===== src/rtl/imem_loader_if.sv =====
`default_nettype none
// ============================================================================
// Module   : imem_loader_if
// Brief    : Byte-stream handshake and instruction-memory write port bundle
//            for the instruction memory loader.
// Revision : 1.0  initial release
// ============================================================================
interface imem_loader_if #(
  parameter int ADDR_WIDTH = 10
) ();
  logic [7:0]            byte_in;
  logic                  byte_valid_in;
  logic                  byte_ready_out;
  logic                  imem_write_en_out;
  logic [ADDR_WIDTH-1:0] imem_addr_out;
  logic [31:0]           imem_data_out;

  // Host / memory side: drives the byte stream, observes the write port
  modport master (
    output byte_in,
    output byte_valid_in,
    input  byte_ready_out,
    input  imem_write_en_out,
    input  imem_addr_out,
    input  imem_data_out
  );

  // Loader side
  modport slave (
    input  byte_in,
    input  byte_valid_in,
    output byte_ready_out,
    output imem_write_en_out,
    output imem_addr_out,
    output imem_data_out
  );
endinterface
`default_nettype wire


===== src/rtl/imem_loader.sv =====
`default_nettype none
// ============================================================================
// Module   : imem_loader
// Brief    : Fills instruction memory from a byte stream carrying a 16-bit
//            little-endian word count, little-endian payload words and an
//            XOR checksum, then releases the core from hold.
// Revision : 1.0  initial release
// ============================================================================
module imem_loader #(
  parameter int ADDR_WIDTH = 10
) (
  input  logic               clk_in,
  input  logic               reset,
  input  logic               start_in,
  imem_loader_if.slave       bus,
  output logic               core_hold_out,
  output logic               done_out,
  output logic               error_out,
  output logic [15:0]        words_loaded_out
);

  localparam logic [2:0] c_IDLE   = 3'd0;
  localparam logic [2:0] c_LEN_LO = 3'd1;
  localparam logic [2:0] c_LEN_HI = 3'd2;
  localparam logic [2:0] c_DATA   = 3'd3;
  localparam logic [2:0] c_CHECK  = 3'd4;
  localparam logic [2:0] c_DONE   = 3'd5;
  localparam logic [2:0] c_ERROR  = 3'd6;

  // Largest legal word count; one bit wider than the header so 2^16 fits
  localparam logic [16:0] c_CAPACITY = 17'd1 << ADDR_WIDTH;

  logic [2:0]            state_q, state_d;
  logic                  ready_q, ready_d;
  logic                  done_q, done_d;
  logic                  error_q, error_d;
  logic                  hold_q, hold_d;

  logic [7:0]            len_lo_q;
  logic [15:0]           length_q;
  logic [1:0]            byte_cnt_q;
  logic [23:0]           asm_q;
  logic [7:0]            csum_q;
  logic [ADDR_WIDTH-1:0] word_idx_q;
  logic                  wr_en_q;
  logic [ADDR_WIDTH-1:0] addr_q;
  logic [31:0]           data_q;
  logic [15:0]           words_q;

  logic                  xfer_w;
  logic                  start_w;
  logic [16:0]           length_w;
  logic                  last_word_w;

  assign xfer_w      = bus.byte_valid_in && ready_q;
  assign start_w     = start_in &&
                       ((state_q == c_IDLE) || (state_q == c_DONE) || (state_q == c_ERROR));
  assign length_w    = {1'b0, bus.byte_in, len_lo_q};
  assign last_word_w = ((words_q + 16'd1) == length_q);

  // State register plus the status flags decoded from the next state,
  // so every flag changes on the same edge as the state it reflects
  always_ff @(posedge clk_in) begin
    if (reset) begin
      state_q <= c_IDLE;
      ready_q <= 1'b0;
      done_q  <= 1'b0;
      error_q <= 1'b0;
      hold_q  <= 1'b1;
    end else begin
      state_q <= state_d;
      ready_q <= ready_d;
      done_q  <= done_d;
      error_q <= error_d;
      hold_q  <= hold_d;
    end
  end

  // Next-state logic; states only advance on an accepted byte or start
  always_comb begin
    state_d = state_q;
    case (state_q)
      c_IDLE, c_DONE, c_ERROR: begin
        if (start_in) state_d = c_LEN_LO;
      end
      c_LEN_LO: begin
        if (xfer_w) state_d = c_LEN_HI;
      end
      c_LEN_HI: begin
        if (xfer_w) begin
          if (length_w > c_CAPACITY)  state_d = c_ERROR;
          else if (length_w == 17'd0) state_d = c_CHECK;
          else                        state_d = c_DATA;
        end
      end
      c_DATA: begin
        if (xfer_w && (byte_cnt_q == 2'd3) && last_word_w) state_d = c_CHECK;
      end
      c_CHECK: begin
        if (xfer_w) state_d = (bus.byte_in == csum_q) ? c_DONE : c_ERROR;
      end
      default: state_d = c_IDLE;
    endcase
  end

  // Output decode of the upcoming state
  always_comb begin
    ready_d = (state_d == c_LEN_LO) || (state_d == c_LEN_HI) ||
              (state_d == c_DATA)   || (state_d == c_CHECK);
    done_d  = (state_d == c_DONE);
    error_d = (state_d == c_ERROR);
    hold_d  = (state_d != c_DONE);
  end

  // Datapath: header capture, word assembly, checksum and memory write
  always_ff @(posedge clk_in) begin
    if (reset) begin
      len_lo_q   <= '0;
      length_q   <= '0;
      byte_cnt_q <= '0;
      asm_q      <= '0;
      csum_q     <= '0;
      word_idx_q <= '0;
      wr_en_q    <= 1'b0;
      addr_q     <= '0;
      data_q     <= '0;
      words_q    <= '0;
    end else begin
      wr_en_q <= 1'b0;
      if (start_w) begin
        words_q    <= '0;
        csum_q     <= '0;
        byte_cnt_q <= '0;
        word_idx_q <= '0;
      end
      if (xfer_w) begin
        case (state_q)
          c_LEN_LO: len_lo_q <= bus.byte_in;
          c_LEN_HI: length_q <= length_w[15:0];
          c_DATA: begin
            csum_q     <= csum_q ^ bus.byte_in;
            byte_cnt_q <= byte_cnt_q + 2'd1;
            if (byte_cnt_q == 2'd3) begin
              // asm_q already holds bytes 2..0 in little-endian order
              wr_en_q    <= 1'b1;
              addr_q     <= word_idx_q;
              data_q     <= {bus.byte_in, asm_q};
              word_idx_q <= word_idx_q + 1'b1;
              words_q    <= words_q + 16'd1;
            end else begin
              asm_q <= {bus.byte_in, asm_q[23:8]};
            end
          end
          default: ;
        endcase
      end
    end
  end

  assign bus.byte_ready_out    = ready_q;
  assign bus.imem_write_en_out = wr_en_q;
  assign bus.imem_addr_out     = addr_q;
  assign bus.imem_data_out     = data_q;
  assign core_hold_out         = hold_q;
  assign done_out              = done_q;
  assign error_out             = error_q;
  assign words_loaded_out      = words_q;

endmodule
`default_nettype wire


===== src/flat_wrapper.sv =====
// flat-port wrapper written by rule: the top's interface ports become plain ports
module imem_loader_flat 
#(
  parameter int ADDR_WIDTH = 10
)
  (clk_in, reset, start_in, core_hold_out, done_out, error_out, words_loaded_out, bus_byte_in, bus_byte_valid_in, bus_byte_ready_out, bus_imem_write_en_out, bus_imem_addr_out, bus_imem_data_out);
  imem_loader_if #(.ADDR_WIDTH(ADDR_WIDTH)) bus_i ();
  input  logic clk_in;
  input  logic reset;
  input  logic start_in;
  output logic core_hold_out;
  output logic done_out;
  output logic error_out;
  output logic [15:0] words_loaded_out;
  input wire logic [$bits(bus_i.byte_in)-1:0] bus_byte_in;
  input wire logic [$bits(bus_i.byte_valid_in)-1:0] bus_byte_valid_in;
  output wire logic [$bits(bus_i.byte_ready_out)-1:0] bus_byte_ready_out;
  output wire logic [$bits(bus_i.imem_write_en_out)-1:0] bus_imem_write_en_out;
  output wire logic [$bits(bus_i.imem_addr_out)-1:0] bus_imem_addr_out;
  output wire logic [$bits(bus_i.imem_data_out)-1:0] bus_imem_data_out;
  assign bus_i.byte_in = bus_byte_in;
  assign bus_i.byte_valid_in = bus_byte_valid_in;
  assign bus_byte_ready_out = bus_i.byte_ready_out;
  assign bus_imem_write_en_out = bus_i.imem_write_en_out;
  assign bus_imem_addr_out = bus_i.imem_addr_out;
  assign bus_imem_data_out = bus_i.imem_data_out;
  imem_loader #(.ADDR_WIDTH(ADDR_WIDTH)) u_core (.clk_in(clk_in), .reset(reset), .start_in(start_in), .bus(bus_i), .core_hold_out(core_hold_out), .done_out(done_out), .error_out(error_out), .words_loaded_out(words_loaded_out));
endmodule

===== config.mk =====
export PLATFORM = sky130hd
export DESIGN_NAME = imem_loader_flat
export DESIGN_NICKNAME = d
export VERILOG_FILES = /design/src/rtl/imem_loader_if.sv /design/src/rtl/imem_loader.sv /design/src/flat_wrapper.sv
export SDC_FILE = /design/constraint.sdc
export NUM_CORES = 1
export LEC_CHECK = 0
export CORE_MARGIN = 2
export CORE_UTILIZATION = 35
export CTS_CLUSTER_DIAMETER = 50
export DETAILED_ROUTE_END_ITERATION = 10
export PLACE_DENSITY = 0.55
export SLEW_MARGIN = 30
export SYNTH_ARGS = -nofsm -noshare
export SYNTH_HDL_FRONTEND = slang
export SYNTH_SLANG_ARGS = --single-unit

===== constraint.sdc =====
create_clock -name clk_in -period 4 [get_ports clk_in]
set_input_delay 0.6 -clock clk_in [delete_from_list [all_inputs] [get_ports clk_in]]
set_output_delay 0.6 -clock clk_in [all_outputs]
set_load 0.01 [all_outputs]

**Word level (Yosys, flattened, before mapping)**

Index checks and enable logic that the tools add are counted.

- Register bits: 134
- Input port bits: 12
- Output and inout port bits: 63
- Logic and storage cells: 80

- $add $sub $neg: 3
- Order comparisons: 1
- Equal/unequal tests: 16
- Multiplexer cells: 24
- Bitwise logic cells: 4
- Reduce and logical (&&, ||, !) cells: 17

Operator list:

| kind | count |
|---|---|
| 16-bit two-way mux | 4 |
| 10-bit two-way mux | 4 |
| 8-bit two-way mux | 3 |
| 3-bit two-way mux | 7 |
| 3-bit equality test (second input constant) | 6 |
| 17-bit zero test | 1 |
| 16-bit by 1-bit adder with 16-bit output (second input constant) | 1 |
| 16-bit equality test | 1 |
| 16-bit by 11-bit greater-than comparator with 1-bit output (second input constant) | 1 |
| 3-bit one-hot mux with 5 select lines | 1 |
| 3-bit by 2-bit equality test with 1-bit output (second input constant) | 4 |
| 10-bit by 1-bit adder with 10-bit output (second input constant) | 1 |
| 8-bit equality test | 1 |
| 2-bit two-way mux | 4 |
| 8-bit bitwise XOR | 1 |
| 3-bit by 1-bit equality test with 1-bit output (second input constant) | 2 |
| 3-bit AND reduction | 2 |
| 3-bit OR reduction | 2 |
| 1-bit logical OR | 5 |
| 1-bit logical AND | 4 |
| 2-bit AND reduction | 2 |
| 3-bit zero test | 1 |
| 3-bit != test (second input constant) | 1 |
| 1-bit inverter | 3 |
| 3 further kinds | 3 |

**Longest topological paths before layout**

- Depth in word-level cells: 9
- Mapped depth: 9
- Depth with buffers taken out: 8

**Worst setup path before layout**

OpenSTA, ideal clock, no wires.

- Path kind: register to register
- Start: reg u_core.words_q[0], in the netlist u_core.words_loaded_out[0]
- End: reg u_core.error_q, in the netlist u_core.error_out
- Setup time: 0.061 ns
- Arrival: 2.137 ns
- Required time: 3.939 ns
- Slack: 1.802 ns
- Cell stages (with the launch flop): 9
- Buffers on the path: 0
- Period minus slack after synthesis: 2.198 ns
- Path through: dfxtp_1 > ha_1 > xor2_1 > a2111oi_2 > o211ai_1 > a2111oi_2 > o2111ai_1 > o21bai_2 > and4b_1

- Word-level cells in the longest chain between the ends: 6

RTL lines:

| what | line | RTL |
|---|---|---|
| start, declared | imem_loader.sv:48 | `logic [15:0] words_q;` |
| start signal, assigned | imem_loader.sv:149 | `words_q <= words_q + 16'd1;` |
| 16-bit by 1-bit adder with 16-bit output | imem_loader.sv:59 | `assign last_word_w = ((words_q + 16'd1) == length_q);` |
| 16-bit equality test | imem_loader.sv:59 |  |
| 1-bit logical AND | imem_loader.sv:97 | `if (xfer_w && (byte_cnt_q == 2'd3) && last_word_w) state_d = c_CHECK;` |
| 3-bit two-way mux | imem_loader.sv:97 |  |
| 3-bit one-hot mux with 5 select lines | imem_loader.sv:82 | `case (state_q)` |
| 3-bit equality test | imem_loader.sv:111 | `error_d = (state_d == c_ERROR);` |
| end signal, assigned | imem_loader.sv:74 | `error_q <= error_d;` |
| end, declared | imem_loader.sv:36 | `logic error_q, error_d;` |

No other way between the ends.
A chain may end at the register's enable or synchronous reset.

**Worst setup path in the final report**

Ends and elaborated chain as after synthesis.

==> metrics.txt <==
status complete, no violations; hold_buf cts 0; Finished Core Util 44.1%; Cell Area, Synth 5860 um^2; WL final 14.5 mm; P&R area growth vs syn 23.9%; reg2reg end u_core.error_out$_SDFF_PP0_; most common cell after layout, fill and taps aside nand2_1; Distinct cells, synth 63; top_reg_cell synth dfxtp_1; CP Class reg -> reg; CTS tree yes; RePlAce Congestion 0.832; post-DP HPWL 10.1 mm; Setup crit start kind flip-flop; FP Rows 47; layout cells sized above 1 7.64%; Initial Util 35.6%; DR vias/cell 5.03; clk buf depth 2; Min-Delay Path Depth 2; Port Buffer Count 74; setup ws final 1.27 ns; Die Y 133 um; drt first pass iters 4; crit path DAT 3.08 ns; # Post-CTS Setup Buffers 0; Post-synth EDFFs 0; CTS H-tree lvls 4; Leak 2.41 nW; fmax 0.367 GHz; hold_sp u_core.asm_q[2]$_SDFFE_PP0P_; critical path peak fanout 8; clock skew 0.00746 ns; syn_nets 741; asr flop ratio synth 0%; r2r setup slk 1.27 ns; Top Ports 75; CTS-repair resized insts 0; first-pass GRT wire length 24.4 mm; DR vias 5,052; maxcap violations 0; synth warn 0; CTS Root Buffer Type clkbuf_16; Slew Limit Headroom 41.9%; Syn Area/Cell 8.07 um^2; total power 3.06 mW; RR Startpoint u_core.words_loaded_out[0]$_SDFF_PP0_; vias in the first global route 4,842; largest net degree at the start of global routing 85; Fin. Hold Viols 0; GRT Total Usage 17.0%; # setup viols final 0; Hold EP u_core.asm_q[2]$_SDFFE_PP0P_; pre-CTS WS 1.17 ns; clock sink total 134; Final Max Slew Viols 0; grt total ovfl 0; RSZ-0062 raised after global routing no; DP Area 6660 um^2; Critical Path End Type flip-flop; die width 133 um; Sum Neg Setup Slack 0 ns; clk slew on worst S/H paths 0.05 ns; DR WL/cell 14.5 um; worst-margin pin slew 0.872 ns; Diodes inserted 0; core footprint 16,500 um^2; worst hold-check path type reg -> reg; final worst-path cycle share 68.2%; full die area 17,800 um^2; Worst Reg2Reg Path Length in Cells 8; Remaining DRCs 0; Period minus WS final 2.73 ns; Worst-Skew Late Latency 0.42 ns; Final nets 789; PD cells 421 nW/um^2; Synth Instances 726; Finished Cell Area 7260 um^2; Final ANT Viol Nets 0; most frequent cells in the layout nand2_1, dfxtp_1, a21oi_1, clkdlybuf4s50_1, o21ai_0; number of antenna violations at the first check in global routing 0; maximum VDD drop 0.314 mV; sequential area share after synthesis 45.8%; CTS buffer count 17; FF+latch count, synth 134; DRT iter0 DRCs 392; critical path required time 4.36 ns
registers in the layout (all words and copies together), names as in the netlist:
register	flops
u_core.done_out	1
u_core.length_q	16
u_core.csum_q	8
u_core.words_loaded_out	16
u_core.bus.byte_ready_out	1
u_core.len_lo_q	8
u_core.state_q	3
u_core.bus.imem_data_out	32
u_core.word_idx_q	10
u_core.core_hold_out	1
u_core.byte_cnt_q	2
u_core.error_out	1
u_core.bus.imem_write_en_out	1
u_core.asm_q	24
u_core.bus.imem_addr_out	10
how the worst max path moves through the flow:
| stage | from | to | slack (ns) | cells after the start |
|---|---|---|---|---|
| 3_5_place_dp | bus_byte_in[4] | u_core.bus.byte_ready_out$_SDFF_PP0_ | 1.17 | 8 |
| 2_1_floorplan | u_core.words_loaded_out[0]$_SDFF_PP0_ | u_core.error_out$_SDFF_PP0_ | 1.80 | 8 |
| 5_1_grt | u_core.words_loaded_out[0]$_SDFF_PP0_ | u_core.error_out$_SDFF_PP0_ | 1.08 | 8 |
| 4_1_cts | u_core.words_loaded_out[0]$_SDFF_PP0_ | u_core.error_out$_SDFF_PP0_ | 1.30 | 8 |
| 3_3_place_gp | bus_byte_in[4] | u_core.error_out$_SDFF_PP0_ | 1.21 | 7 |
| 6_report | u_core.words_loaded_out[0]$_SDFF_PP0_ | u_core.error_out$_SDFF_PP0_ | 1.27 | 8 |
metrics by stage:
stage / hold slack, ns / cells
6_report: 0.453 / 1005
5_1_grt: 0.469 / 1005
4_1_cts: 0.455 / 1005
3_5_place_dp: 0.448 / 975
3_3_place_gp: 0.442 / 975
2_1_floorplan: 0.432 / 726
synth_stat cells (4+ instances only):
cell / n / area (um^2)
a31oi_1: 7 / 43.8
xnor2_1: 13 / 114
buf_2: 4 / 20.0
xor2_1: 22 / 193
and3_1: 5 / 31.3
inv_1: 6 / 22.5
and2_1: 7 / 43.8
nor2_1: 33 / 124
nand2_1: 209 / 785
nor2b_1: 5 / 31.3
clkbuf_8: 4 / 55.1
buf_6: 4 / 45.0
clkbuf_1: 37 / 139
nand4_1: 8 / 50.1
a21oi_1: 99 / 495
or3_1: 4 / 25.0
nand3_1: 7 / 35.0
nand3b_1: 9 / 67.6
o21ai_0: 33 / 165
nor4_1: 5 / 31.3
mux2i_1: 9 / 90.1
dfxtp_1: 134 / 2680
power breakdown:
part	internal [mW]	total, mW	switching, mW
clock	1.05	1.61	0.562
sequential	1.34	1.35	0.00821
combinational	0.0329	0.0985	0.0657
kinds of logic after synthesis:
family                     share of synthesized area (%)
AOI/OAI and AO/OA                                   16.0
xor gates and xnor gates                            5.70
adders and majority gates                          0.641
buffers and inverters                               5.19
DFF                                                 45.8
muxes                                               1.92
and+or+nand+nor                                     24.8
layout make-up:
| cell class | count | area, um^2 |
|---|---|---|
| multi-input cells | 533 | 2880 |
| clock buffers | 21 | 450 |
| repair buffers | 82 | 798 |
| fillers | 1613 | 9200 |
| clock inverters | 9 | 153 |
| well taps | 220 | 275 |
| flip-flops and latches | 134 | 2680 |
| inverters | 6 | 22.5 |
routing by layer:
metal | track usage [%] | up-vias | wire length (um)
met1 | 22.3 | 2361 | 7030
met5 | 0 | - | 0
met3 | 4.38 | 23 | 634
met4 | 7.09 | 0 | 290
li1 | - | 2560 | -
met2 | 26.7 | 108 | 6570
worst max-delay path, cell delays in order, from the launching register on:
cell	delay, ns
dfxtp_1	0.50
ha_1	0.30
and3_1	0.39
nand4_2	0.22
xor2_1	0.20
a221oi_1	0.33
o2111ai_1	0.29
o21bai_2	0.24
and4b_1	0.21
(Power assumes the default switching activity.)
